$ cat src/rtl/istft_frame_sched.sv
// istft_frame_sched: frame-level scheduler for the istft datapath.
// For each coefficient frame it pulses istft_full, streams NUM_COEFF
// coefficients from the coeff RAM into istft_coeff (one per cycle), and
// collects NUM_SAMP samples from istft_ready/istft_aud into the audio FIFO.
// It runs num_frames frames per start command and then pulses done.
// Ports:
//   clk, rst_n                         clock, async active-low reset
//   start, abort, num_frames           run control
//   frame_avail, frame_release         coeff buffer handshake
//   coeff_rd_en/addr/data              coeff RAM read port (1-cycle latency)
//   istft_full, istft_coeff            frame start pulse and coefficient stream
//   istft_ready, istft_aud             sample strobe (rising edge) and sample
//   aud_valid, aud_data, aud_rdy       downstream audio FIFO
//   busy, done, overflow, frame_cnt    status
module istft_frame_sched #(
  parameter int unsigned NUM_COEFF = 180,
  parameter int unsigned NUM_SAMP  = 2047,
  parameter int unsigned COEFF_W   = 28,
  parameter int unsigned AUD_W     = 16,
  parameter int unsigned ADDR_W    = 8
) (
  input  logic               clk,
  input  logic               rst_n,
  input  logic               start,
  input  logic               abort,
  input  logic [15:0]        num_frames,
  input  logic               frame_avail,
  output logic               frame_release,
  output logic               coeff_rd_en,
  output logic [ADDR_W-1:0]  coeff_rd_addr,
  input  logic [COEFF_W-1:0] coeff_rd_data,
  output logic               istft_full,
  output logic [COEFF_W-1:0] istft_coeff,
  input  logic               istft_ready,
  input  logic [AUD_W-1:0]   istft_aud,
  output logic               aud_valid,
  output logic [AUD_W-1:0]   aud_data,
  input  logic               aud_rdy,
  output logic               busy,
  output logic               done,
  output logic               overflow,
  output logic [15:0]        frame_cnt
);

  localparam int unsigned CCNT_W = 9;
  localparam int unsigned SCNT_W = 12;
  localparam int unsigned FRM_W  = 16;

  typedef enum logic [2:0] {
    S_IDLE, S_WAIT, S_LOAD, S_STREAM, S_DRAIN, S_RELEASE, S_DONE
  } state_t;

  state_t             state, state_d;
  logic [CCNT_W-1:0]  coeff_cnt;
  logic [SCNT_W-1:0]  samp_cnt;
  logic [FRM_W-1:0]   num_frames_q;
  logic               ready_q;
  logic               samp_edge;
  logic               capture;

  // A sample is taken on each rising edge of istft_ready, only while a frame is in flight.
  assign samp_edge = istft_ready & ~ready_q;
  assign capture   = samp_edge & ((state == S_STREAM) || (state == S_DRAIN)) & ~abort;

  // State register
  always_ff @(posedge clk or negedge rst_n) begin
    if (!rst_n) state <= S_IDLE;
    else        state <= state_d;
  end

  // Next state and state-decoded outputs; coeff_cnt = k-1 in STREAM cycle k
  always_comb begin
    state_d       = state;
    busy          = (state != S_IDLE);
    istft_full    = 1'b0;
    istft_coeff   = '0;
    coeff_rd_en   = 1'b0;
    coeff_rd_addr = '0;
    frame_release = 1'b0;
    done          = 1'b0;
    case (state)
      S_IDLE: begin
        if (start) state_d = (num_frames == 16'd0) ? S_DONE : S_WAIT;
      end
      S_WAIT: begin
        if (frame_avail) state_d = S_LOAD;
      end
      S_LOAD: begin
        istft_full  = 1'b1;
        coeff_rd_en = 1'b1;
        state_d     = S_STREAM;
      end
      S_STREAM: begin
        // RAM data for the previous address goes straight through to istft.
        istft_coeff = coeff_rd_data;
        if (coeff_cnt < CCNT_W'(NUM_COEFF - 1)) begin
          coeff_rd_en   = 1'b1;
          coeff_rd_addr = ADDR_W'(coeff_cnt + CCNT_W'(1));
        end else begin
          state_d = S_DRAIN;
        end
      end
      S_DRAIN: begin
        if (samp_cnt >= SCNT_W'(NUM_SAMP)) state_d = S_RELEASE;
      end
      S_RELEASE: begin
        frame_release = 1'b1;
        state_d = (FRM_W'(frame_cnt + FRM_W'(1)) == num_frames_q) ? S_DONE : S_WAIT;
      end
      S_DONE: begin
        done    = 1'b1;
        state_d = S_IDLE;
      end
      default: state_d = S_IDLE;
    endcase
    if (abort) state_d = S_IDLE;
  end

  // Counters, sample capture and sticky status
  always_ff @(posedge clk or negedge rst_n) begin
    if (!rst_n) begin
      ready_q      <= 1'b0;
      aud_valid    <= 1'b0;
      aud_data     <= '0;
      overflow     <= 1'b0;
      frame_cnt    <= '0;
      num_frames_q <= '0;
      coeff_cnt    <= '0;
      samp_cnt     <= '0;
    end else begin
      ready_q   <= istft_ready;
      aud_valid <= capture & aud_rdy;
      if (capture) aud_data <= istft_aud;
      // istft cannot be stalled, so a sample with no FIFO room is lost.
      if (capture && !aud_rdy) overflow <= 1'b1;
      if (abort) begin
        coeff_cnt <= '0;
        samp_cnt  <= '0;
      end else begin
        case (state)
          S_IDLE: begin
            if (start) begin
              frame_cnt    <= '0;
              overflow     <= 1'b0;
              num_frames_q <= num_frames;
            end
          end
          S_LOAD: begin
            coeff_cnt <= '0;
            samp_cnt  <= '0;
          end
          S_STREAM: begin
            if (coeff_cnt != '1) coeff_cnt <= coeff_cnt + CCNT_W'(1);
          end
          S_RELEASE: frame_cnt <= frame_cnt + FRM_W'(1);
          default: ;
        endcase
        if (capture && samp_cnt != '1) samp_cnt <= samp_cnt + SCNT_W'(1);
      end
    end
  end

endmodule

$ cat config.mk
export PLATFORM = sky130hd
export DESIGN_NAME = istft_frame_sched
export DESIGN_NICKNAME = d
export VERILOG_FILES = /design/src/rtl/istft_frame_sched.sv
export SDC_FILE = /design/constraint.sdc
export NUM_CORES = 1
export LEC_CHECK = 0
export CAP_MARGIN = 20
export CORE_AREA = 2 2 85 120
export CTS_CLUSTER_DIAMETER = 50
export CTS_CLUSTER_SIZE = 8
export DETAILED_ROUTE_END_ITERATION = 7
export DIE_AREA = 0 0 87 122
export GPL_TIMING_DRIVEN = 0
export PLACE_DENSITY = 0.8
export SLEW_MARGIN = 20
export SYNTH_ARGS = -nofsm -noshare
export SYNTH_HDL_FRONTEND = slang
export SYNTH_SLANG_ARGS = --single-unit
$ cat constraint.sdc
create_clock -name clk -period 2.6 [get_ports clk]
set_input_delay 0.26 -clock clk [delete_from_list [all_inputs] [get_ports clk]]
set_output_delay 0.26 -clock clk [all_outputs]
set_load 0.01 [all_outputs]
Word-level counts from Yosys, hierarchy flattened

Index checks and enable logic that the tools add are counted.

Register bits: 75
Logic and storage cells: 77
Output and inout bits: 75
Memories: 0
Memory bits (read-only): 0
Bits of input ports: 67
Latch bits: 0
Memory bits (writable): 0

Bitwise logic cells: 6
Magnitude comparators: 2
Divide/modulo/power cells: 0
Multiply operators: 0
Equality and inequality tests: 15
Muxes and demuxes: 28
Add/sub/neg operators: 3
Reduce and logical (&&, ||, !) cells: 14
Shifts and indexed selects: 0

Operators with widths:

| operator                                                                     | count |
|---|---|
| 12-bit 2-to-1 mux                                                            | 3 |
| 16-bit one-hot mux with 2 select lines                                       | 1 |
| 28-bit 2-to-1 mux                                                            | 1 |
| 3-bit 2-to-1 mux                                                             | 7 |
| 9-bit 2-to-1 mux                                                             | 2 |
| 3-bit one-hot mux with 6 select lines                                        | 1 |
| 9-bit one-hot mux with 2 select lines                                        | 1 |
| 16-bit by 1-bit adder with 16-bit output, second input constant              | 1 |
| 16-bit equality test                                                         | 1 |
| 16-bit zero test                                                             | 1 |
| 16-bit 2-to-1 mux                                                            | 1 |
| 8-bit 2-to-1 mux                                                             | 2 |
| 12-bit by 1-bit adder with 12-bit output, second input constant              | 1 |
| 12-bit by 11-bit >= comparator with 1-bit output, second input constant      | 1 |
| 12-bit inequality test, second input constant                                | 1 |
| 9-bit by 1-bit adder with 9-bit output, second input constant                | 1 |
| 3-bit equality test, second input constant                                   | 3 |
| 9-bit by 8-bit less-than comparator with 1-bit output, second input constant | 1 |
| 3-bit inequality test, second input constant                                 | 3 |
| 9-bit inequality test, second input constant                                 | 1 |
| 3-bit nonzero test                                                           | 3 |
| 1-bit 2-to-1 mux                                                             | 8 |
| 3-bit by 2-bit equality test with 1-bit output, second input constant        | 2 |
| 3-bit by 2-bit inequality test with 1-bit output, second input constant      | 2 |
| other kinds (13)                                                             | 19 |

Longest topological paths before layout

Gate-level depths: netlist of run 1.

Word-level depth: 9
Mapped depth: 12
Gate-level depth less buffers: 11

Worst setup path after synthesis of run 1

No wires, ideal clock.

Kind: register -> register
Start: reg frame_cnt[0]
End: reg state[0]
Period minus slack after synthesis: 2233 ps
Buffers on the path: 0
Slack: 367 ps
Cell stages (with the launch flop): 8
Arrival time: 2108 ps
Setup time: 125 ps
Data required time: 2475 ps
Cell sequence: dfrtp_1 -> ha_1 -> nand3_2 -> or3_1 -> a211o_1 -> a221o_1 -> nor4_1 -> nor2_1

Word-level cells in the longest chain between the ends: 5

Ends and longest elaborated chain:

| what                                     | line | text |
|---|---|---|
| from (decl)                              | 42   | `output logic [15:0] frame_cnt` |
| from (signal assigned)                   | 155  | `S_RELEASE: frame_cnt <= frame_cnt + FRM_W'(1);` |
| 16-bit by 1-bit adder with 16-bit output | 108  | `state_d = (FRM_W'(frame_cnt + FRM_W'(1)) == num_frames_q) ? S_DONE : S_WAIT;` |
| 16-bit equality test                     | 108  |  |
| 3-bit 2-to-1 mux                         | 108  |  |
| 3-bit one-hot mux with 6 select lines    | 81   | `case (state)` |
| 3-bit 2-to-1 mux                         | 116  | `if (abort) state_d = S_IDLE;` |
| to (signal assigned)                     | 68   | `else state <= state_d;` |
| to (decl)                                | 53   | `state_t state, state_d;` |

No other way between the ends.
A chain may end at the register's enable or synchronous reset.

Worst setup path after layout of run 1

Start: reg frame_cnt[1]
End: reg state[0]

The elaborated chain is that of the path after synthesis.

==> results.md, run 1 <==
| Stage | Metric | This run |
| --- | --- | --- |
| floorplan | Total I/O pin count | 142 |
| critical path | Register-to-register path setup slack | 0.10 ns |
| logic synthesis | Gate Count Post-Synth | 511 |
| power and ir drop | Switch share | 0.2929 |
| critical path | Arrival time reported for the critical path endpoint | 2.73 ns |
| power and ir drop | Cell-internal power | 2991 uW |
| clock tree | Maximum clock insertion buffer count | 2 |
| route | Via count | 4381 |
| final layout | Number of antenna repair diodes | 0 |
| route | Routed wire length | 12460 um |
| grt | Met2 track demand over resource in global routing | 0.4184 |
| logic synthesis | Top FF cell, synth | dfrtp_1 |
| final layout | Finished Layout Cells | 778 |
| route | Drt drc | 0 |
| critical path | Slowest cell on the critical path | or4b_1 |
| placed design | Routability congestion estimate from global placement | 0.9181 |
| power and ir drop | Flop pwr share | 0.370 |
| timing | Timing-limited maximum frequency | 400.0 MHz |
| timing | Final hold slack | 0.3723 ns |
| power and ir drop | Leakage power total | 0.002624 uW |
| critical path | Cells on worst reg2reg path | 7 |
| critical path | Worst R2R End | state[0] |
| timing | Worst relative slew slack | 0.5566 |
| critical path | Element type at the critical path end | register |
| clock tree | Clock insertion delay at the later pin of the skew report | 0.34 ns |
| logic synthesis | Post-synthesis net count | 582 |
| timing | Final TNS setup | 0 ns |
| timing | Clock Skew | 0.007109 ns |
| route | Wire length per cell | 16.01 um |
| logic synthesis | Largest area contributor in the netlist | dfrtp_1 |
| status | Run status | completed |
| critical path | Cell type group with the largest total delay on the critical path | simple AND/OR/NAND/NOR gates |
| logic synthesis | Synth warnings | 0 |
| critical path | Classification of the worst setup path | reg -> reg |
| critical path | Critical-path maximum fanout | 9 |
| run | Max capacitance violation total | 0 |
| critical path | Reg2reg start | frame_cnt[1] |
| timing | Final Cycle Share | 0.9614 |
| floorplan | Placeable Area | 9630 um2 |
| timing | Post-route minimum period | 2.500 ns |
| route | Router iterations before antenna repair | 5 |
| floorplan | Y dimension of the die | 122 um |
| clock tree | Clock Tree Root | clkbuf_16 |
| critical path | Critical path's largest stage delay | 0.52 ns |
| floorplan | Site row count | 43 |
| floorplan | Initial Util | 0.4569 |
| logic synthesis | Number of different library cells in the post-synthesis netlist | 60 |
| logic synthesis | Number of synthesized flops with an enable pin | 0 |
| route | Vias per Instance | 5.631 |
| placed design | Number of placed instances with taps included | 765 |
| clock tree | Inserted Clock Buffers | 9 |
| critical path | Buffers plus inverters on the worst setup path | 0 |
| grt | Busiest layer in global routing | met2 |
| floorplan | Width of the die | 87 um |
| logic synthesis | Sequential share of the synthesized area | 0.4265 |
| clock tree | Sinks on Clock Net | 75 |
| power and ir drop | Switching Power | 1239 uW |
| power and ir drop | Share of power burned in combinational logic | 0.298 |
| final layout | Layout overhead on the synthesized area | 44.16% |
| final layout | Final-stage net count | 732 |
| power and ir drop | Worst IR Drop VDD | 0.3767 mV |
| route | Antenna Nets Post-Route | 0 |
| logic synthesis | Portion of synthesized cell area occupied by the leading cell type | 0.4265 |
| grt | Largest net degree at the start of global routing | 51 |
| critical path | Startpoint types | register |
| timing | Worst-Margin Slew | 0.6590 ns |
| final layout | Most frequent cells in the layout | 140 x clkdlybuf4s50_1, 90 x nand2_1, 73 x dfrtp_1, 43 x nor2_1, 41 x o21ai_0 |
| critical path | Crit. path cell count | 7 |
| grt | Met3 Resource Use GR | 0.05149 |
| logic synthesis | Post-synthesis sequential element count | 75 |
| grt | Wire length of the first global-routing pass | 19970 um |
| floorplan | Die Footprint | 10610 um2 |
| power and ir drop | Relative contribution of the clock network to total power | 0.331 |
| timing | Pins over their slew limit | 0 |
| logic synthesis | Top cells by area, synth | dfrtp_1 43%, nand2_1 7.7%, o21ai_0 4.7% |
| clock tree | CTS tree | built |
| power and ir drop | Ratio of total power to cell area | 666.9 nW/um2 |
| route | Number of design-rule violations left by the first detailed-router iteration | 246 |
| placed design | Half-perimeter wire length after placement | 9325 um |
| clock tree | Depth of the CTS H-tree | 3 |
| logic synthesis | Post-Syn Area per Cell | 8.611 um2 |
| grt | Global route total overflow | 0 |
| final layout | Share of final-layout standard cells stronger than drive strength 1 | 0.09910 |
| critical path | Critical Path, Cell by Cell | ha_1 -> nand3_2 -> nor3_2 -> xnor2_1 -> or4b_1 -> nor4_1 -> nor2_1 |
| final layout | Commonest non-fill, non-tap cell in the layout | clkdlybuf4s50_1 |
| timing | RSZ-0062 raised after global routing | no |
| placed design | Number of input and output port buffers inserted | 141 |
| placed design | Placement-stage cell area | 5977 um2 |
| timing | Endpoints failing hold | 0 |
| critical path | WP data required | 2.83 ns |
| hold path | Min-Delay Path Class | in -> async |
| grt | Number of antenna violations at the first check in global routing | 0 |
| logic synthesis | Fraction of registers with async set or reset after synthesis | 1.000 |
| clock tree | Worst-path clk slew | 0.06 ns |
| logic synthesis | Cell Area, Synth | 4400 um2 |
| grt | Number of global-route vias before repair | 4327 |
| final layout | Layout Cell Area excl Fill | 6344 um2 |
| grt | Met1 GRT Util | 0.2690 |
| timing | # setup viols final | 0 |
| grt | Gr usage total | 0.2402 |
## metal layers
metal / vias up / share of wire
met2: 199 / 0.51
met3: 44 / 0.065
met1: 2047 / 0.38
met5: - / 0
li1: 2091 / -
met4: 0 / 0.041
## worst reg2reg max path, cell delays in order (launching register included)
cell and delay, ns:
dfrtp_1 0.50, ha_1 0.29, nand3_2 0.23, nor3_2 0.35, xnor2_1 0.17, or4b_1 0.52, nor4_1 0.27, nor2_1 0.07
## Yosys cell counts (8+ instances only)
library cell   n
inv_1          8
xnor2_1       19
a31oi_1        8
o21ai_0       41
nand2_1       90
mux2_2        16
nor2_1        44
nor4_1        11
dfrtp_1       75
a21oi_1       17
nand3_1       17
nor3_1        10
clkbuf_1      20
xor2_1         9
and2_1        31
## power groups by stage
| stage | Sequential [uW] | Combinational [uW] | Clock, uW |
|---|---|---|---|
| 2_1_floorplan | 1590 | 649 | 0 |
| 3_3_place_gp | 1570 | 1210 | 0 |
| 3_5_place_dp | 1580 | 1240 | 0 |
| 4_1_cts | 1570 | 1260 | 1420 |
| 5_1_grt | 1600 | 1380 | 1480 |
| 6_report | 1570 | 1260 | 1400 |
## logic make-up after synthesis
| kind of cell | share of synthesized area |
|---|---|
| buffers and inverters | 0.04179 |
| adders and majority gates | 0.01137 |
| xor gates and xnor gates | 0.05573 |
| and+or+nand+nor | 0.2778 |
| muxes | 0.04322 |
| AOI/OAI and AO/OA | 0.1436 |
| DFF | 0.4265 |
## registers in the layout, summed over array words and instances (netlist names)
signal        flops
overflow          1
state             3
ready_q           1
frame_cnt        16
coeff_cnt         9
aud_data         16
samp_cnt         12
aud_valid         1
num_frames_q     16
## per-stage QoR
step,power (uW),setup slack (ns),util
2_1_floorplan,2238,0.3667,-
3_3_place_gp,2787,-1.291,0.6180
3_5_place_dp,2827,-0.06533,0.6206
4_1_cts,4252,0.008851,0.6583
5_1_grt,4451,0.001517,0.6587
6_report,4230,0.1003,0.6587
## repair_timing
action	CTS	global route
buffers inserted	1	0
pin swaps	0	0
hold buffers	1	0
gates resized for setup	4	13
endpoints found under the setup margin	29	37
hold endpoints to repair	25	0
## cell type report
cell class	instances	area, um2
Clock inverter	3	68.82
Fill cell	800	3287
Tap cell	112	140.1
Multi-Input combinational cell	396	2359
Timing Repair Buffer	144	1454
Sequential cell	75	1879
Buffer	26	138.9
Clock buffer	13	270.3
Inverter	9	33.78
## worst max path at each step
| stage | start | endpoint | slack, ns |
|---|---|---|---|
| finish | frame_cnt[1] | state[0] | 0.10 |
| global route | frame_cnt[1] | state[0] | 0.002 |
| CTS | coeff_cnt[0] | coeff_cnt[3] | 0.009 |
| detailed placement | state[2] | coeff_rd_addr[5] | -0.07 |
| global placement | rst_n | coeff_cnt[5] | -1.29 |
| floorplan | frame_cnt[0] | state[0] | 0.37 |
(Power assumes the default switching activity.)
==> run 2, diff against run 1 <==
--- a/config.mk
+++ b/config.mk
@@ -12,6 +12,7 @@
 export DETAILED_ROUTE_END_ITERATION = 7
 export DIE_AREA = 0 0 87 122
 export GPL_TIMING_DRIVEN = 0
+export HOLD_SLACK_MARGIN = 0.05
 export PLACE_DENSITY = 0.8
 export SLEW_MARGIN = 20
 export SYNTH_ARGS = -nofsm -noshare
==> results of run 2 <==
Same layout as run 1: the final DEF is identical, and so are final timing and power.
==> run 3, diff against run 2 <==
--- a/config.mk
+++ b/config.mk
@@ -6,14 +6,14 @@
 export NUM_CORES = 1
 export LEC_CHECK = 0
 export CAP_MARGIN = 20
-export CORE_AREA = 2 2 85 120
+export CORE_AREA = 2 2 87 123
 export CTS_CLUSTER_DIAMETER = 50
 export CTS_CLUSTER_SIZE = 8
 export DETAILED_ROUTE_END_ITERATION = 7
-export DIE_AREA = 0 0 87 122
+export DIE_AREA = 0 0 89 125
 export GPL_TIMING_DRIVEN = 0
 export HOLD_SLACK_MARGIN = 0.05
-export PLACE_DENSITY = 0.8
+export PLACE_DENSITY = 0.77
 export SLEW_MARGIN = 20
 export SYNTH_ARGS = -nofsm -noshare
 export SYNTH_HDL_FRONTEND = slang
==> results.md, run 3 (synthesized netlist as in run 1, its figures left out) <==
| Stage | Metric | This run | Delta |
| --- | --- | --- | --- |
| status | Run status | completed |  |
| final layout | Layout fillers | 874 | +9.3% |
| hold path | Min-Delay Path Class | in -> async |  |
| timing | Worst relative slew slack | 0.6182 | +0.06154 |
| clock tree | Clock insertion delay at the later pin of the skew report | 0.34 ns | about the same |
| critical path | Critical path's largest stage delay | 0.55 ns | +0.03 ns |
| power and ir drop | Leakage power total | 0.002592 uW | -1.2% |
| power and ir drop | Total power | 3939 uW | -6.9% |
| timing | Post-route minimum period | 2.450 ns | -0.04956 ns |
| grt | Number of global-route vias before repair | 4409 | +1.9% |
| critical path | Element type at the critical path end | output port |  |
| final layout | Registers with the most flip-flops | aud_data x16, frame_cnt x16, num_frames_q x16 |  |
| timing | # setup viols final | 0 | unchanged |
| critical path | Buffers plus inverters on the worst setup path | 3 | +3 |
| final layout | Layout Cell Area excl Fill | 6326 um2 | -0.28% |
| placed design | Pre-CTS setup slack | -0.01866 ns | +0.04667 ns |
| grt | Largest net degree at the start of global routing | 48 | -5.9% |
| floorplan | Die Footprint | 11130 um2 | +4.8% |
| clock tree | Inserted Clock Buffers | 9 | unchanged |
| grt | Gr usage total | 0.2263 | -0.01384 |
| timing | Endpoints failing hold | 0 | unchanged |
| placed design | Placement-stage cell area | 6010 um2 | +0.54% |
| route | Via count | 4338 | -0.98% |
| placed design | Number of input and output port buffers inserted | 141 | unchanged |
| run | Max capacitance violation total | 0 | unchanged |
| grt | Number of antenna violations at the first check in global routing | 0 | unchanged |
| final layout | Layout overhead on the synthesized area | 43.76% |  |
| route | Drt drc | 0 | unchanged |
| timing | Final hold slack | 0.3985 ns | +0.02615 ns |
| grt | Global route total overflow | 0 | unchanged |
| critical path | Cells on worst reg2reg path | 7 | unchanged |
| clock tree | Sinks on Clock Net | 75 | unchanged |
| power and ir drop | Worst IR Drop VDD | 0.4395 mV | +17% |
| placed design | Half-perimeter wire length after placement | 9319 um | about the same |
| critical path | Startpoint types | register |  |
| critical path | Critical-path maximum fanout | 10 | +1 |
| critical path | Cell type group with the largest total delay on the critical path | buffers and inverters |  |
| clock tree | CTS tree | built |  |
| route | Router iterations before antenna repair | 6 | +1 |
| timing | Final Cycle Share | 0.9424 | -0.01906 |
| route | Antenna Nets Post-Route | 0 | unchanged |
| critical path | Register-to-register path setup slack | 0.18 ns | +0.08 ns |
| final layout | Most frequent cells in the layout | 140 x clkdlybuf4s50_1, 89 x nand2_1, 72 x dfrtp_1, 43 x nor2_1, 41 x o21ai_0 |  |
| critical path | Worst R2R End | num_frames_q[15] |  |
| floorplan | Width of the die | 89 um | +2.3% |
| power and ir drop | Ratio of total power to cell area | 622.7 nW/um2 | -6.6% |
| timing | Worst-Margin Slew | 0.5728 ns | -0.08623 ns |
| timing | Clock Skew | 0.01066 ns | +0.003554 ns |
| critical path | WP data required | 2.34 ns | -0.49 ns |
| final layout | Number of antenna repair diodes | 0 | unchanged |
| floorplan | Initial Util | 0.4344 | -0.02252 |
| route | Vias per Instance | 5.402 | -4.1% |
| route | Routed wire length | 12190 um | -2.1% |
| timing | Pins over their slew limit | 0 | unchanged |
| timing | Slack of the critical path | 0.1498 ns | +0.04956 ns |
| critical path | Critical Path, Cell by Cell | and3b_2 -> buf_4 -> clkbuf_1 -> and2_1 -> clkdlybuf4s50_1 |  |
| clock tree | Worst-path clk slew | 0.06 ns | about the same |
| route | Number of design-rule violations left by the first detailed-router iteration | 249 | +1.2% |
| clock tree | Clock Tree Root | clkbuf_16 |  |
| critical path | Reg2reg start | state[0] |  |
| critical path | Classification of the worst setup path | reg -> out |  |
| placed design | Routability congestion estimate from global placement | 0.9002 | -1.9% |
| timing | RSZ-0062 raised after global routing | no |  |
| floorplan | Site row count | 44 | +2.3% |
| floorplan | Total I/O pin count | 142 | unchanged |
| route | Wire length per cell | 15.18 um | -5.2% |
| clock tree | Maximum clock insertion buffer count | 2 | unchanged |
| critical path | Slowest cell on the critical path | clkdlybuf4s50_1 |  |
| final layout | Share of final-layout standard cells stronger than drive strength 1 | 0.1008 | +0.001653 |
| timing | Timing-limited maximum frequency | 408.1 MHz | +2.0% |
| final layout | Commonest non-fill, non-tap cell in the layout | clkdlybuf4s50_1 |  |
| grt | Wire length of the first global-routing pass | 20040 um | +0.35% |
| final layout | Final-stage net count | 731 | -0.14% |
| final layout | Utilization after layout | 0.6245 | -0.03419 |
| critical path | Arrival time reported for the critical path endpoint | 2.19 ns | -0.54 ns |
| floorplan | Y dimension of the die | 125 um | +2.5% |
| floorplan | Placeable Area | 10130 um2 | +5.2% |
| clock tree | Depth of the CTS H-tree | 3 | unchanged |
==> run 3: area by class of cell <==
type                    count  area (um2)  area share
repair buffers            144        1454      0.2298
inverters                   9       33.78    0.005340
plain buffers              25       132.6     0.02097
clock buffers              11       232.7     0.03679
multi-input cells         396        2382      0.3766
well taps                 138       172.7     0.02729
clock inverters             5       37.54    0.005934
flip-flops and latches     75        1881      0.2973
==> run 3: what timing repair did <==
action                                 in CTS  in global routing
resized for setup                           4                 15
setup endpoints to repair                  31                 34
setup buffers                               1                  0
hold buffers                                1                  0
endpoints found under the hold margin      28                  0
pin swaps                                   0                  1
==> run 3: metrics by stage <==
step / cells / TNS [ns]
floorplan: 511 / 0
CTS: 807 / 0
global placement: 790 / -98.85
global route: 803 / 0
finish: 803 / 0
detailed placement: 791 / -0.07569
==> run 3: worst max-delay path by stage <==
| stage | from | end | slack [ns] | depth (start not counted) |
|---|---|---|---|---|
| after global routing | state[0] | num_frames_q[15] | 0.0002 | 7 |
| after CTS | coeff_cnt[0] | coeff_cnt[2] | 0.03 | 12 |
| final | state[2] | istft_coeff[26] | 0.15 | 5 |
| after floorplan | frame_cnt[0] | state[0] | 0.37 | 7 |
| after detailed placement | state[2] | coeff_rd_addr[2] | -0.02 | 7 |
| after global placement | rst_n | coeff_cnt[5] | -1.32 | 1 |
==> run 3: power by group <==
part           internal, uW  switching (uW)
Combinational           669             579
Clock                   649             481
Sequential             1400             160
Total                  2720            1220
==> run 3: routing by layer <==
metal | GRT usage | vias to the layer above | share of wire
met1 | 0.2696 | 2012 | 0.39
li1 | - | 2083 | -
met2 | 0.3701 | 197 | 0.50
met3 | 0.05149 | 46 | 0.067
met4 | 0.1238 | 0 | 0.042
met5 | 0 | - | 0
